$ cat src/rtl/fwd_pkg.sv
// Shared select codes and per-stage destination info for the forwarding/hazard controller.
package fwd_pkg;

  localparam int PKG_REG_AW = 5;

  localparam logic [1:0] SEL_RF  = 2'd0;
  localparam logic [1:0] SEL_WB  = 2'd1;
  localparam logic [1:0] SEL_MEM = 2'd2;

  // rd width is fixed at PKG_REG_AW; the controller's REG_AW parameter must match it.
  typedef struct packed {
    logic [PKG_REG_AW-1:0] rd;
    logic                  wr;
    logic                  load;
  } stage_info_t;

endpackage

$ cat src/rtl/fwd_sel_logic.sv
// Priority forwarding select for one EX-stage operand: EX/MEM beats MEM/WB beats register file.
module fwd_sel_logic
  import fwd_pkg::*;
#(
  parameter int REG_AW = PKG_REG_AW
) (
  input  logic              use_src,
  input  logic [REG_AW-1:0] src,
  input  stage_info_t       mem_info,
  input  logic [REG_AW-1:0] wb_rd,
  input  logic              wb_wr,
  output logic [1:0]        sel
);

  // A load in EX/MEM has no data yet, so it falls through to the MEM/WB check.
  always_comb begin
    sel = SEL_RF;
    if (use_src && (src != '0)) begin
      if (mem_info.wr && !mem_info.load && (mem_info.rd == src))
        sel = SEL_MEM;
      else if (wb_wr && (wb_rd == src))
        sel = SEL_WB;
    end
  end

endmodule

$ cat src/rtl/fwd_hazard_ctrl.sv
// Forwarding and load-use hazard control for the 5-stage core: shadows ID/EX, EX/MEM and
// MEM/WB destination info, drives the EX operand mux selects and stalls on load-use.
module fwd_hazard_ctrl
  import fwd_pkg::*;
#(
  parameter int REG_AW = PKG_REG_AW,
  parameter int CNT_W  = 16
) (
  input  logic              clk,
  input  logic              rst_n,
  input  logic              hold,
  input  logic              id_valid,
  input  logic [REG_AW-1:0] id_rs,
  input  logic [REG_AW-1:0] id_rt,
  input  logic              id_use_rs,
  input  logic              id_use_rt,
  input  logic [REG_AW-1:0] id_rd,
  input  logic              id_wr,
  input  logic              id_load,
  output logic [1:0]        fwd_a_sel,
  output logic [1:0]        fwd_b_sel,
  output logic              stall_ifid,
  output logic              bubble_idex,
  output logic [CNT_W-1:0]  stall_cnt
);

  logic [REG_AW-1:0] ex_rs;
  logic [REG_AW-1:0] ex_rt;
  logic              ex_use_rs;
  logic              ex_use_rt;
  stage_info_t       ex_info;
  stage_info_t       mem_info;
  logic [REG_AW-1:0] wb_rd;
  logic              wb_wr;
  logic              hz;
  logic              stall_now;

  assign hz = id_valid && ex_info.load && ex_info.wr && (ex_info.rd != '0) &&
              ((id_use_rs && (id_rs == ex_info.rd)) || (id_use_rt && (id_rt == ex_info.rd)));

  assign stall_now   = hz && !hold;
  assign stall_ifid  = stall_now;
  assign bubble_idex = stall_now;

  always_ff @(posedge clk or negedge rst_n) begin
    if (!rst_n) begin
      ex_rs     <= '0;
      ex_rt     <= '0;
      ex_use_rs <= 1'b0;
      ex_use_rt <= 1'b0;
      ex_info   <= '0;
      mem_info  <= '0;
      wb_rd     <= '0;
      wb_wr     <= 1'b0;
    end else if (!hold) begin
      wb_rd    <= mem_info.rd;
      wb_wr    <= mem_info.wr;
      mem_info <= ex_info;
      if (hz || !id_valid) begin
        ex_rs     <= '0;
        ex_rt     <= '0;
        ex_use_rs <= 1'b0;
        ex_use_rt <= 1'b0;
        ex_info   <= '0;
      end else begin
        ex_rs        <= id_rs;
        ex_rt        <= id_rt;
        ex_use_rs    <= id_use_rs;
        ex_use_rt    <= id_use_rt;
        ex_info.rd   <= id_rd;
        ex_info.wr   <= id_wr;
        ex_info.load <= id_load;
      end
    end
  end

  always_ff @(posedge clk or negedge rst_n) begin
    if (!rst_n)
      stall_cnt <= '0;
    else if (stall_now && (stall_cnt != {CNT_W{1'b1}}))
      stall_cnt <= stall_cnt + CNT_W'(1);
  end

  fwd_sel_logic #(.REG_AW(REG_AW)) u_sel_a (
    .use_src  (ex_use_rs),
    .src      (ex_rs),
    .mem_info (mem_info),
    .wb_rd    (wb_rd),
    .wb_wr    (wb_wr),
    .sel      (fwd_a_sel)
  );

  fwd_sel_logic #(.REG_AW(REG_AW)) u_sel_b (
    .use_src  (ex_use_rt),
    .src      (ex_rt),
    .mem_info (mem_info),
    .wb_rd    (wb_rd),
    .wb_wr    (wb_wr),
    .sel      (fwd_b_sel)
  );

  // The load-use stall must always leave a bubble between a load and its consumer.
  a_no_load_in_mem_rs: assert property (@(posedge clk) disable iff (!rst_n)
    !(ex_use_rs && mem_info.wr && mem_info.load && (mem_info.rd != '0) && (mem_info.rd == ex_rs)));
  a_no_load_in_mem_rt: assert property (@(posedge clk) disable iff (!rst_n)
    !(ex_use_rt && mem_info.wr && mem_info.load && (mem_info.rd != '0) && (mem_info.rd == ex_rt)));
  a_sel_legal: assert property (@(posedge clk) disable iff (!rst_n)
    (fwd_a_sel != 2'd3) && (fwd_b_sel != 2'd3));

endmodule

$ cat config.mk
export PLATFORM = sky130hd
export DESIGN_NAME = fwd_hazard_ctrl
export DESIGN_NICKNAME = d
export VERILOG_FILES = /design/src/rtl/fwd_pkg.sv /design/src/rtl/fwd_sel_logic.sv /design/src/rtl/fwd_hazard_ctrl.sv
export SDC_FILE = /design/constraint.sdc
export NUM_CORES = 1
export LEC_CHECK = 0
export BUFFER_PORTS_ARGS = -buffer_cell sky130_fd_sc_hd__buf_2
export CAP_MARGIN = 30
export CORE_AREA = 5 5 79 67
export CTS_BUF_LIST = sky130_fd_sc_hd__clkbuf_4
export DETAILED_ROUTE_END_ITERATION = 10
export DIE_AREA = 0 0 84 72
export GPL_TIMING_DRIVEN = 0
export PLACE_DENSITY = 0.8
export SLEW_MARGIN = 5
export SYNTH_ARGS = -nofsm -noshare
export SYNTH_HDL_FRONTEND = slang
export SYNTH_SLANG_ARGS = --single-unit
$ cat constraint.sdc
create_clock -name clk -period 2.3 [get_ports clk]
set_input_delay 0.46 -clock clk [delete_from_list [all_inputs] [get_ports clk]]
set_output_delay 0.46 -clock clk [all_outputs]
set_load 0.03 [all_outputs]
# [Word level (Yosys, flattened, before mapping)]
# Cells that the tools add are included.
[word_totals] reg_bits=48 inputBits=23 word_cells=55
[op_classes] add_sub_neg=1 n_eq_ne=7 muxes=11 n_reduce_logical=23
[ops] cell="5-bit equality test" n=6
[ops] cell="16-bit by 1-bit adder with 16-bit output, second input constant" n=1
[ops] cell="16-bit != test, second input constant" n=1
[ops] cell="1-bit logical AND" n=15
[ops] cell="5-bit nonzero test" n=3
[ops] cell="5-bit two-way mux" n=2
[ops] cell="2-bit two-way mux" n=4
[ops] cell="7-bit two-way mux" n=1
[ops] cell="1-bit two-way mux" n=4
[ops] cell="1-bit zero test" n=3
[ops] cell="1-bit logical OR" n=2

# [Logic depth before layout (Yosys ltp)]
[depth] ltp_word=6 mapped_depth=6 ltp_nobuf=6

# [Hierarchy]
# From an unflattened synthesis, not the netlist that was laid out.
[hier_totals] hier_cells=247 hier_area_um2=2625.0
[by_module_without_submodules] mod="fwd_hazard_ctrl" instances=1 cells_each=211 area_each_um2=2329.7 seq_area_each_um2=1201.2
[by_module_without_submodules] mod="fwd_sel_logic" instances=2 cells_each=18 area_each_um2=147.6 seq_area_each_um2=0.0

# [Least setup slack after synthesis]
# Ideal clock, no wire load.
[synth_timing] path_kind="reg2out" from="register ex_info[2] (netlist bit)" to="output stall_ifid" t_arrival_ns=1.957 required_ns=1.840 path_slack_ns=-0.117 path_stages_with_launch=7 path_buffers=2 cell_sequence="dfrtp_1 xnor2_1 nand4_1 o22ai_2 clkbuf_1 and3_1 buf_4"
[synth_between] elab_chain_len=5 word_cells_on_any_way=9
[synth_lines] element="start: declaration" line_no="fwd_hazard_ctrl.sv:31" text="stage_info_t ex_info;"
[synth_lines] element="5-bit equality test" line_no="fwd_hazard_ctrl.sv:39" text="((id_use_rs && (id_rs == ex_info.rd)) || (id_use_rt && (id_rt == ex_info.rd)));"
[synth_lines] element="1-bit logical AND" line_no="fwd_hazard_ctrl.sv:39"
[synth_lines] element="1-bit logical OR" line_no="fwd_hazard_ctrl.sv:39"
[synth_lines] element="1-bit logical AND (*)" line_no="fwd_hazard_ctrl.sv:38" text="assign hz = id_valid && ex_info.load && ex_info.wr && (ex_info.rd != '0) &&"
[synth_lines] element="1-bit logical AND (*)" line_no="fwd_hazard_ctrl.sv:41" text="assign stall_now = hz && !hold;"
[synth_lines] element="end: declaration" line_no="fwd_hazard_ctrl.sv:22" text="output logic stall_ifid,"
# Mark *: on every way between the ends. The rest lies on a longest branch, timed or not.

# [Worst setup path after layout]
[layout_timing] from="register ex_info[3] (netlist bit)" to="output stall_ifid"
# Same word-level chain as after synthesis.

==> impl_metrics.ini <==
[run_status]
status = complete, but fails checks
violations = setup timing

[grt]
antenna_found_initial = 0
grt_pass1_wl_um = 9480
grt_pass1_vias = 1893
grt_max_degree = 37
track_usage = 0.199
grt_remaining_overflow = 0

[clocking]
cts_root_buf = clkbuf_4
clk_latency_ns = 0.37
clock_sinks = 48
clockBufferDepth = 2
cts_max_level = 2
clk_pin_slew_ns = 0.14
cts_tree = yes
cts_made_buffers = 5

[synthesis]
async_flop_share = 1.00
yosysTopAreaCellShare = 0.496
postSynthAreaPerCell_sq_um = 11.7
yosysWarnings = 0
synth_top_flop_cell = dfrtp_1
yosys-top-cells-area = dfrtp_1 50%, xnor2_1 10%, a22o_1 6.9%
synth_nets = 231
synth.largest_area_cell = dfrtp_1
ys_types = 32
netlist_area_sq_um = 2420
synth-edff-count = 0
synth_seq_cells = 48
yosysSeqAreaShare = 0.496
syn-instance-count = 207

[final_layout]
antenna_cells = 0
nets = 305
drive_gt1_frac = 0.406
syn2layout_area_growth_pct = 27.8
fin_cells = 341

[place]
place_congestion = 0.832
place_inst = 311
place.port_buffers = 43
dpl.hpwl_um = 4150

[routing]
wl_um = 6290
drt_first_iter_violations = 118
wl_per_cell_um = 18.5
drtPass1Iterations = 5
num_vias = 2016
drtAntennaViolNets = 0
drc = 0
via_per_inst = 5.91

[floorplan]
io_pins = 45
die_h_um = 72
start_util = 0.550
die_w_um = 84
coreArea_sq_um = 4400
row_count = 22
dieArea_sq_um = 6050

[worst_setup_path]
reg2reg_to = ex_info[3]$_DFFE_PN0N_
path_max_fanout = 2
critical_path_class = flop to output port
worst_r2r_path_depth = 8
crit_path_end_kind = output port
cp.required_ns = 1.84
start_kind = flop
arrival_ns = 2.05
ff2ff_setup_slack_ns = 0.09
timing.rr.start = ex_info[3]$_DFFE_PN0N_

[sta]
finalSetupTns_ns = -0.352
tightest_slew_ns = 0.596
clock-skew-final_ns = 0.0125
finalMaxSlewViolations = 0
hold_violations = 0
min_period_over_period = 1.09
maxSlewHeadroom = 0.603
min_period_ns = 2.51
fmaxAchievable_mhz = 399
layout_setup_ws_ns = -0.205
setup_viol = 2
grt_setup_unrepaired = true

[run]
drv_cap = 0

[min_path]
hold_path_depth = 2
holdPathEnd = ex_info[0]$_DFFE_PN0N_
min_path_type = input port to flop
min_from = id_load

[pwr]
p_leak_uw = 0.00145
powerDensity_nw_per_um2 = 549
total_power_uw = 1700
ir_drop_v = 0.000420
[stage by stage]
| stage | utilization | hold WS [ns] | worst slack (ns) | instance area (sq um) |
|---|---|---|---|---|
| 3_3_place_gp | 0.618 | 0.484 | -0.368 | 2720 |
| 5_1_grt | 0.703 | 0.287 | -0.267 | 3100 |
| 3_5_place_dp | 0.622 | 0.373 | -0.343 | 2740 |
| 4_1_cts | 0.667 | 0.303 | -0.210 | 2940 |
| 6_report | 0.703 | 0.309 | -0.205 | 3100 |
| 2_1_floorplan | - | 0.164 | -0.0246 | 2430 |
[worst max-delay path by stage]
stage | start | end | slack (ns) | cells past startpoint
floorplan | ex_info[2]$_DFFE_PN0N_ | stall_ifid | -0.02 | 6
global placement | id_rs[4] | stall_ifid | -0.37 | 8
detailed placement | id_rt[3] | stall_ifid | -0.34 | 8
CTS | ex_info[4]$_DFFE_PN0N_ | stall_ifid | -0.21 | 6
global route | ex_info[3]$_DFFE_PN0N_ | stall_ifid | -0.27 | 6
finish | ex_info[3]$_DFFE_PN0N_ | stall_ifid | -0.21 | 6
[timing repair]
action                     4_1_cts  5_1_grt
resized for setup               17       19
setup endpoints to repair        5       25
cloned                           0        2
hold buffers                     1        0
pin swaps                       10       14
buffers inserted                11       13
hold endpoints to repair        12        0
[cells by family (layout without fill, tap and decap cells)]
group | after synthesis | count (layout) | share of synthesized area
buf+inv | 10 | 84 | 0.0201
xor+xnor | 43 | 43 | 0.155
mux | 16 | 16 | 0.0738
fa+ha+maj | 1 | 1 | 0.00516
simple gates | 64 | 64 | 0.153
flops | 48 | 48 | 0.496
compound gates | 25 | 25 | 0.0965
[where the power goes]
part,total (uW),internal [uW],switching [uW]
clock network,387,112,275
logic,336,182,154
registers,979,901,78.7
total,1700,1200,507
[state kept, by name, indices dropped and copies added (netlist names)]
signal and count:
ex_info 7, ex_rs 5, ex_rt 5, ex_use_rs 1, ex_use_rt 1, mem_info 7, stall_cnt 16, wb_rd 5
wb_wr 1
[cells in the mapped netlist (4+ instances only)]
cell	n
nor4_1	8
nand2_1	4
and3_1	6
nand4_1	14
a22o_1	19
nor2_1	4
nor3_1	4
nand3_1	14
clkbuf_1	6
xnor2_1	29
dfrtp_1	48
xor2_1	14
mux2_2	13
[worst max-delay path, cell delays in order (launching register included)]
cell,delay (ns)
dfrtp_2,0.44
or4_4,0.57
o211ai_4,0.21
inv_2,0.07
and3_4,0.15
buf_6,0.11
buf_6,0.12
[cells in the final DEF (no fill, tap or decap), types with 2 or more instances in the layout]
| cell | instances |
|---|---|
| a22o_1 | 19 |
| and3_1 | 5 |
| buf_12 | 2 |
| buf_2 | 38 |
| buf_4 | 24 |
| buf_6 | 4 |
| clkbuf_1 | 5 |
| clkbuf_4 | 5 |
| dfrtp_1 | 39 |
| dfrtp_2 | 9 |
| mux2_1 | 2 |
| mux2_2 | 13 |
| nand2_1 | 4 |
| nand2b_1 | 2 |
| nand3_1 | 14 |
| nand4_1 | 14 |
| nor2_1 | 3 |
| nor3_1 | 3 |
| nor4_1 | 6 |
| nor4_2 | 2 |
| or4_4 | 2 |
| xnor2_1 | 28 |
| xor2_1 | 14 |
[final cells by class]
type,instances,area [sq um]
fillers,332,1310
multi-input cells,149,1240
flip-flops and latches,48,1210
repair buffers,68,468
well taps,60,75.1
plain buffers,7,41.3
clock buffers,5,37.5
clock inverters,2,12.5
inverters,2,7.51
[per-layer routing]
layer / share of wire / vias up / global-route usage / wire length, um
met5: 0 / - / 0 / 0
met4: 0.015 / 0 / 0.0768 / 92
met3: 0.073 / 12 / 0.0409 / 459
met2: 0.47 / 101 / 0.312 / 2980
met1: 0.44 / 991 / 0.274 / 2760
li1: - / 912 / - / -
No activity file was read; power rests on OpenSTA's default activity.
